`src/rtl/pong_uart_cmd.sv`:
```
// pong_uart_cmd
//   Turns 4-byte UART command packets {0xA5, CMD, ARG, CHK} into pong game
//   controls. CHK must equal CMD ^ ARG. Accepted commands:
//     0x01 game start pulse, 0x02 P1 paddle, 0x03 P2 paddle, 0x04 pause.
//   Bad checksums, unknown commands and inter-byte timeouts bump a saturating
//   error counter and otherwise change nothing.
// Ports
//   i_Clk          system clock, rising edge
//   i_Reset        synchronous, active-high reset
//   i_RX_DV        one-cycle strobe qualifying i_RX_Byte
//   i_RX_Byte      received byte
//   o_Game_Start   one-cycle start pulse
//   o_Remote_*     remote paddle levels (held until changed)
//   o_Pause        pause level (held until changed)
//   o_Err_Count    saturating rejected-packet count
module pong_uart_cmd #(
  parameter int TIMEOUT_CLKS = 25000
) (
  input  logic       i_Clk,
  input  logic       i_Reset,
  input  logic       i_RX_DV,
  input  logic [7:0] i_RX_Byte,
  output logic       o_Game_Start,
  output logic       o_Remote_Up_P1,
  output logic       o_Remote_Dn_P1,
  output logic       o_Remote_Up_P2,
  output logic       o_Remote_Dn_P2,
  output logic       o_Pause,
  output logic [7:0] o_Err_Count
);

  localparam logic [1:0] IDLE    = 2'd0;
  localparam logic [1:0] GOT_HDR = 2'd1;
  localparam logic [1:0] GOT_CMD = 2'd2;
  localparam logic [1:0] GOT_ARG = 2'd3;

  localparam logic [7:0] HDR = 8'hA5;

  // Timer never exceeds TIMEOUT_CLKS-1: it expires (and clears) there.
  localparam int TW = (TIMEOUT_CLKS > 2) ? $clog2(TIMEOUT_CLKS) : 1;
  localparam logic [TW-1:0] TMO_LAST = TW'(TIMEOUT_CLKS - 1);

  logic [1:0]    state;
  logic [TW-1:0] timer;
  logic [7:0]    cmd_q;
  logic [7:0]    arg_q;

  logic pkt_done, chk_ok, cmd_known, exec, reject, timeout, err_inc;

  always_comb begin
    pkt_done  = i_RX_DV && (state == GOT_ARG);
    chk_ok    = (i_RX_Byte == (cmd_q ^ arg_q));
    cmd_known = (cmd_q >= 8'h01) && (cmd_q <= 8'h04);
    exec      = pkt_done && chk_ok && cmd_known;
    reject    = pkt_done && !(chk_ok && cmd_known);
    // A strobe on the expiry cycle wins: the byte is taken instead.
    timeout   = (state != IDLE) && !i_RX_DV && (timer == TMO_LAST);
    // reject needs a strobe and timeout needs none, so one increment suffices
    err_inc   = reject || timeout;
  end

  always_ff @(posedge i_Clk) begin
    if (i_Reset) begin
      state          <= IDLE;
      timer          <= '0;
      cmd_q          <= '0;
      arg_q          <= '0;
      o_Game_Start   <= 1'b0;
      o_Remote_Up_P1 <= 1'b0;
      o_Remote_Dn_P1 <= 1'b0;
      o_Remote_Up_P2 <= 1'b0;
      o_Remote_Dn_P2 <= 1'b0;
      o_Pause        <= 1'b0;
      o_Err_Count    <= '0;
    end else begin
      o_Game_Start <= 1'b0;

      if (err_inc && (o_Err_Count != 8'hFF))
        o_Err_Count <= o_Err_Count + 8'd1;

      if (i_RX_DV || (state == IDLE) || timeout)
        timer <= '0;
      else
        timer <= timer + TW'(1);

      if (timeout) begin
        state <= IDLE;
      end else if (i_RX_DV) begin
        case (state)
          IDLE:    if (i_RX_Byte == HDR) state <= GOT_HDR;
          // Data bytes are stored as-is, even 0xA5: no resync on header.
          GOT_HDR: begin cmd_q <= i_RX_Byte; state <= GOT_CMD; end
          GOT_CMD: begin arg_q <= i_RX_Byte; state <= GOT_ARG; end
          default: state <= IDLE;
        endcase
      end

      // Up/down both requested (ARG[1:0]=11) means neither.
      if (exec) begin
        case (cmd_q)
          8'h01: o_Game_Start <= 1'b1;
          8'h02: begin
            o_Remote_Up_P1 <= arg_q[0] & ~arg_q[1];
            o_Remote_Dn_P1 <= arg_q[1] & ~arg_q[0];
          end
          8'h03: begin
            o_Remote_Up_P2 <= arg_q[0] & ~arg_q[1];
            o_Remote_Dn_P2 <= arg_q[1] & ~arg_q[0];
          end
          8'h04:   o_Pause <= arg_q[0];
          default: ;
        endcase
      end
    end
  end

endmodule

```
`config.mk`:
```
export PLATFORM = sky130hd
export DESIGN_NAME = pong_uart_cmd
export DESIGN_NICKNAME = d
export VERILOG_FILES = /design/src/rtl/pong_uart_cmd.sv
export SDC_FILE = /design/constraint.sdc
export NUM_CORES = 1
export LEC_CHECK = 0
export BUFFER_PORTS_ARGS = -buffer_cell sky130_fd_sc_hd__buf_2
export CAP_MARGIN = 10
export CORE_MARGIN = 2
export CORE_UTILIZATION = 45
export DETAILED_ROUTE_END_ITERATION = 16
export GPL_TIMING_DRIVEN = 0
export PLACE_DENSITY = 0.75
export SYNTH_ARGS = -nofsm -noshare
export SYNTH_HDL_FRONTEND = slang
export SYNTH_SLANG_ARGS = --single-unit
```
`constraint.sdc`:
```
create_clock -name i_Clk -period 5 [get_ports i_Clk]
set_clock_uncertainty 0.2 [all_clocks]
set_input_delay 0.5 -clock i_Clk [delete_from_list [all_inputs] [get_ports i_Clk]]
set_output_delay 0.5 -clock i_Clk [all_outputs]
set_load 0.005 [all_outputs]
```
== Yosys cells after proc, flatten, opt, wreduce, memory -nomap -nowiden ==
Index checks and enable logic that the tools add are counted.

* Logic and storage cells: 62
* Latch bits: 0
* RAM bits: 0
* Bits in registers: 47
* Input bits: 11
* Memories kept: 0
* Output and inout port bits: 14
* Memory bits (read-only): 0

* Multipliers: 0
* Div/mod/pow operators: 0
* Eq/ne operators: 12
* Mux-type cells: 3
* Order comparisons: 2
* Shift operators: 0
* Reduce and logical (&&, ||, !) cells: 25
* Bitwise gates (word level): 7
* $add $sub $neg: 2

{| class="wikitable"
|+ Operators by type and width
! kind !! count
|-
| 8-bit by 2-bit equality test with 1-bit output, second input constant || 2
|-
| 15-bit by 1-bit adder with 15-bit output, second input constant || 1
|-
| 15-bit equality test, second input constant || 1
|-
| 1-bit logical AND || 9
|-
| 8-bit by 1-bit adder with 8-bit output, second input constant || 1
|-
| 8-bit by 1-bit equality test with 1-bit output, second input constant || 1
|-
| 8-bit by 3-bit equality test with 1-bit output, second input constant || 1
|-
| 8-bit equality test || 1
|-
| 8-bit equality test, second input constant || 1
|-
| 8-bit by 1-bit >= comparator with 1-bit output, second input constant || 1
|-
| 8-bit by 3-bit less-or-equal comparator with 1-bit output, second input constant || 1
|-
| 8-bit != test, second input constant || 1
|-
| 2-bit AND reduction || 4
|-
| 8-bit XOR || 1
|-
| 2-bit case mux with 3 select lines || 1
|-
| 3-bit AND reduction || 2
|-
| 2-bit OR reduction || 3
|-
| 2-bit equality test, second input constant || 2
|-
| 1-bit NOT || 4
|-
| 1-bit logical OR || 3
|-
| 1-bit AND || 2
|-
| 2-bit by 1-bit equality test with 1-bit output, second input constant || 1
|-
| 1-bit zero test || 2
|-
| 2-bit zero test || 1
|-
| other kinds (4) || 4
|}

== Logic depth before layout (Yosys ltp) ==
* Depth after elaboration: 7
* Depth in mapped cells: 8
* Gate-level depth less buffers: 7

== Worst setup path before layout ==
OpenSTA, ideal clock, no wires.

* Path kind: input to register
* From: input i_RX_Byte[7]
* To: register o_Remote_Dn_P1
* Library setup time: 119 ps
* Path buffers: 0
* Stages: 6
* Setup slack: 2557 ps
* Data arrival time: 2124 ps
* Required time: 4681 ps
* Cells stage by stage: xnor3_1 nand3_1 nor4_1 or4b_1 or4b_4 mux2i_1

* Word-level cells in the longest chain between the ends: 4

{| class="wikitable"
|+ RTL lines
! what !! RTL line !! text
|-
| start, declared || 22 || <nowiki>input logic [7:0] i_RX_Byte,</nowiki>
|-
| 8-bit equality test || 52 || <nowiki>chk_ok = (i_RX_Byte == (cmd_q ^ arg_q));</nowiki>
|-
| 1-bit logical AND (2 in series) || 54 || <nowiki>exec = pkt_done && chk_ok && cmd_known;</nowiki>
|-
| 2-bit AND reduction (no line) || - ||
|-
| end signal, assigned || 104 || <nowiki>o_Remote_Dn_P1 <= arg_q[1] & ~arg_q[0];</nowiki>
|-
| end, declared || 25 || <nowiki>output logic o_Remote_Dn_P1,</nowiki>
|}

Every way passes these cells.
A chain may end at the register's enable or synchronous reset.

== Worst setup path after layout ==
* From: register timer[12]
* To: register o_Err_Count[3]

* Word-level cells in the longest chain between the ends: 4

{| class="wikitable"
|+ RTL lines
! what !! RTL line !! text
|-
| start, declared || 44 || <nowiki>logic [TW-1:0] timer;</nowiki>
|-
| start signal, assigned || 84 || <nowiki>timer <= timer + TW'(1);</nowiki>
|-
| 15-bit equality test || 57 || <nowiki>timeout = (state != IDLE) && !i_RX_DV && (timer == TMO_LAST);</nowiki>
|-
| 1-bit logical AND || 57 ||
|-
| 1-bit logical OR || 59 || <nowiki>err_inc = reject || timeout;</nowiki>
|-
| 1-bit logical AND || 78 || <nowiki>if (err_inc && (o_Err_Count != 8'hFF))</nowiki>
|-
| end signal, assigned || 79 || <nowiki>o_Err_Count <= o_Err_Count + 8'd1;</nowiki>
|-
| end, declared || 29 || <nowiki>output logic [7:0] o_Err_Count</nowiki>
|}

Every way passes these cells.

==> impl_metrics.toml <==
[global_routing]
antenna_found_initial = 0
grt.total_usage_pct = 17.6
overflow = 0
grt_max_degree = 14
grt_pass1_wl_um = 8340
grt_pass1_vias = 1793

[layout]
syn_to_final_growth_pct = 13.2
multi_input_area_mm2 = 0.00131
antenna_cells = 0
layout_commonest_cell = "dfxtp_1"
final_cell_mix = "dfxtp_1 (47), nand2_1 (38), nand3_1 (29)"
fill_cells = 474
drive_above_1_share_pct = 14.9
seqCellArea_um2 = 941
finalNetCount = 312

[outcome]
status = "finished clean"

[worst_setup_path]
slowest_stage = "or4b_1"
worst_setup_path_end_kind = "register"
slowest_delay_ps = 530
crit_type = "register to register"
crit_family = "simple AND/OR/NAND/NOR gates"
cp_max_fo = 5
crit_arrival_ps = 2640
r2r-start = "timer[12]"
cp-start-kind = "register"
critPathBufInv = 0
worst_ep_required_time_ps = 5020
crit_path_cell_trace = "or4b_1 > nor4_1 > nor3b_2 > a31oi_2 > or4_1 > a21oi_1"
cp-startpoint = "timer[12]"

[detailed_routing]
routed_wl_um = 4740
detail_route.drc_violations = 0
initialDrtViolationCount = 76
post_drt_via_cell_ratio = 5.30
ant_nets = 0
drtPass1Iterations = 4
num_vias = 1938
wl_per_cell_um = 13.0

[yosys]
synth_flop_cell = "dfxtp_1"
synth_area_per_cell_um2 = 8.82
ys_async_sr_fraction_pct = 0
synth_edf_count = 0
ys_types = 38
seq_area_frac_synth_pct = 40.4
synth_nets = 281
netlist_instances = 264
synth-warning-count = 0
synth_seq_cells = 47
syn-cell-area_mm2 = 0.00233

[pwr]
power.density_mw_per_mm2 = 246
peakVddDrop_v = 0.000197
report.power.total_mw = 0.648
p_leak_nw = 0.979

[sta]
slew_viol_final = 0
setup_tns_ps = 0
rsz0062_at_grt = "no"
finalHoldViolCount = 0
worst_pin_slew_ps = 570
fin_crit_ps = 2610
setup_viol = 0
slew_headroom_pct = 61.7
period_share_pct = 52.3
timing.hold.ws_ps = 262
max_freq_ghz = 0.383

[clock_tree]
cts_root_buf = "clkbuf_8"
clk_latency_ps = 290
ctsLongestPathBuffers = 2
post_cts_resized = 0
htree_levels = 2
path_clk_slew_ps = 80
post-cts-setup-buffer-count = 0
cts_hold_buf = 0
cts_tree = "yes"
cts_buffers = 5
clock-sinks = 47

[floorplan]
row_count = 26
chipWidth_um = 76.0
coreArea_mm2 = 0.00504
die_h_um = 76.0
ios = 25
start_util_pct = 46.2
die_area_mm2 = 0.00577

[job]
drv_cap = 0

[hold_path]
min_path_type = "register to register"
worstHoldStart = "arg_q[3]"

[placement]
place.gp.congestion = 0.855
port_buffers = 24
post-dp-hpwl_um = 3510
-- power breakdown --
part | internal (mW) | total, mW | leakage [nW] | switching [mW]
clock | 0.126 | 0.246 | 0.0515 | 0.120
sequential | 0.374 | 0.374 | 0.378 | 0.000175
combinational | 0.0118 | 0.0276 | 0.549 | 0.0158
-- kinds of logic after synthesis --
family	share of synthesized area [%]
and+or+nand+nor	28.1
DFF	40.4
AOI/OAI and AO/OA	9.40
xor gates and xnor gates	12.8
buffers and inverters	3.49
muxes	2.58
adders and majority gates	3.22
-- worst min-delay path, stage by stage, from the launching register on --
cell and delay, ps:
dfxtp_1 320, nand2_1 50, a21oi_1 50
-- metrics by stage --
| step | instance area, µm² | worst slack [ps] | cells | util [%] |
|---|---|---|---|---|
| CTS | 2640 | 2370 | 366 | 52.3 |
| floorplan | 2330 | 2560 | 264 | - |
| global placement | 2540 | 2240 | 358 | 50.3 |
| global route | 2640 | 2160 | 366 | 52.3 |
| detailed placement | 2540 | 2220 | 358 | 50.3 |
| finish | 2640 | 2390 | 366 | 52.3 |
-- metal layers --
layer / GRT usage, % / part of all wire, % / wire length (µm)
met3: 4.40 / 4.1 / 194
met4: 5.64 / 1.5 / 70
met1: 23.4 / 47 / 2230
met5: 0 / 0 / 0
met2: 28.4 / 47 / 2240
-- layout make-up --
cell class	count	share of cell area [%]
Multi-Input combinational cell	197	49.6
Sequential cell	47	35.7
Timing Repair Buffer	24	4.55
Clock buffer	8	3.80
Tap cell	70	3.32
Buffer	13	2.09
Inverter	7	0.996
-- flip-flops by register name, summed over array words and instances, names as in the netlist --
| name | count |
|---|---|
| timer | 15 |
| arg_q | 8 |
| cmd_q | 8 |
| o_Err_Count | 8 |
| state | 2 |
| o_Game_Start | 1 |
| o_Pause | 1 |
| o_Remote_Dn_P1 | 1 |
| o_Remote_Dn_P2 | 1 |
| o_Remote_Up_P1 | 1 |
| o_Remote_Up_P2 | 1 |
-- cells in the mapped netlist (2+ instances only) --
cell       number  area [µm²]
dfxtp_1        47         941
nand2_1        38         143
nand3_1        29         145
a21oi_1        23         115
nor2_1         23        86.3
xor2_1          9        78.8
clkbuf_1        7        26.3
inv_1           7        26.3
ha_1            6        75.1
mux2i_1         6        60.1
or4_1           6        45.0
nor3_1          5        25.0
nor4_1          5        31.3
and3_1          4        25.0
o21ai_0         4        20.0
o31ai_1         4        30.0
xnor2_1         4        35.0
xnor3_1         4        90.1
xnor3_2         4        95.1
buf_1           3        11.3
or3_1           3        18.8
a211oi_1        2        15.0
nand3b_1        2        15.0
nand4_1         2        12.5
nand4bb_1       2        22.5
or4b_1          2        20.0
or4bb_1         2        22.5
-- worst paths after layout --
path | end | slack [ps] | cells after the start
setup / recovery | o_Err_Count[3] | 2390 | 6
hold / removal | arg_q[3] | 260 | 2
setup reg to reg | o_Err_Count[3] | 2390 | 6
hold reg to reg | arg_q[3] | 260 | 2
Power figures use the tool's default switching activity.
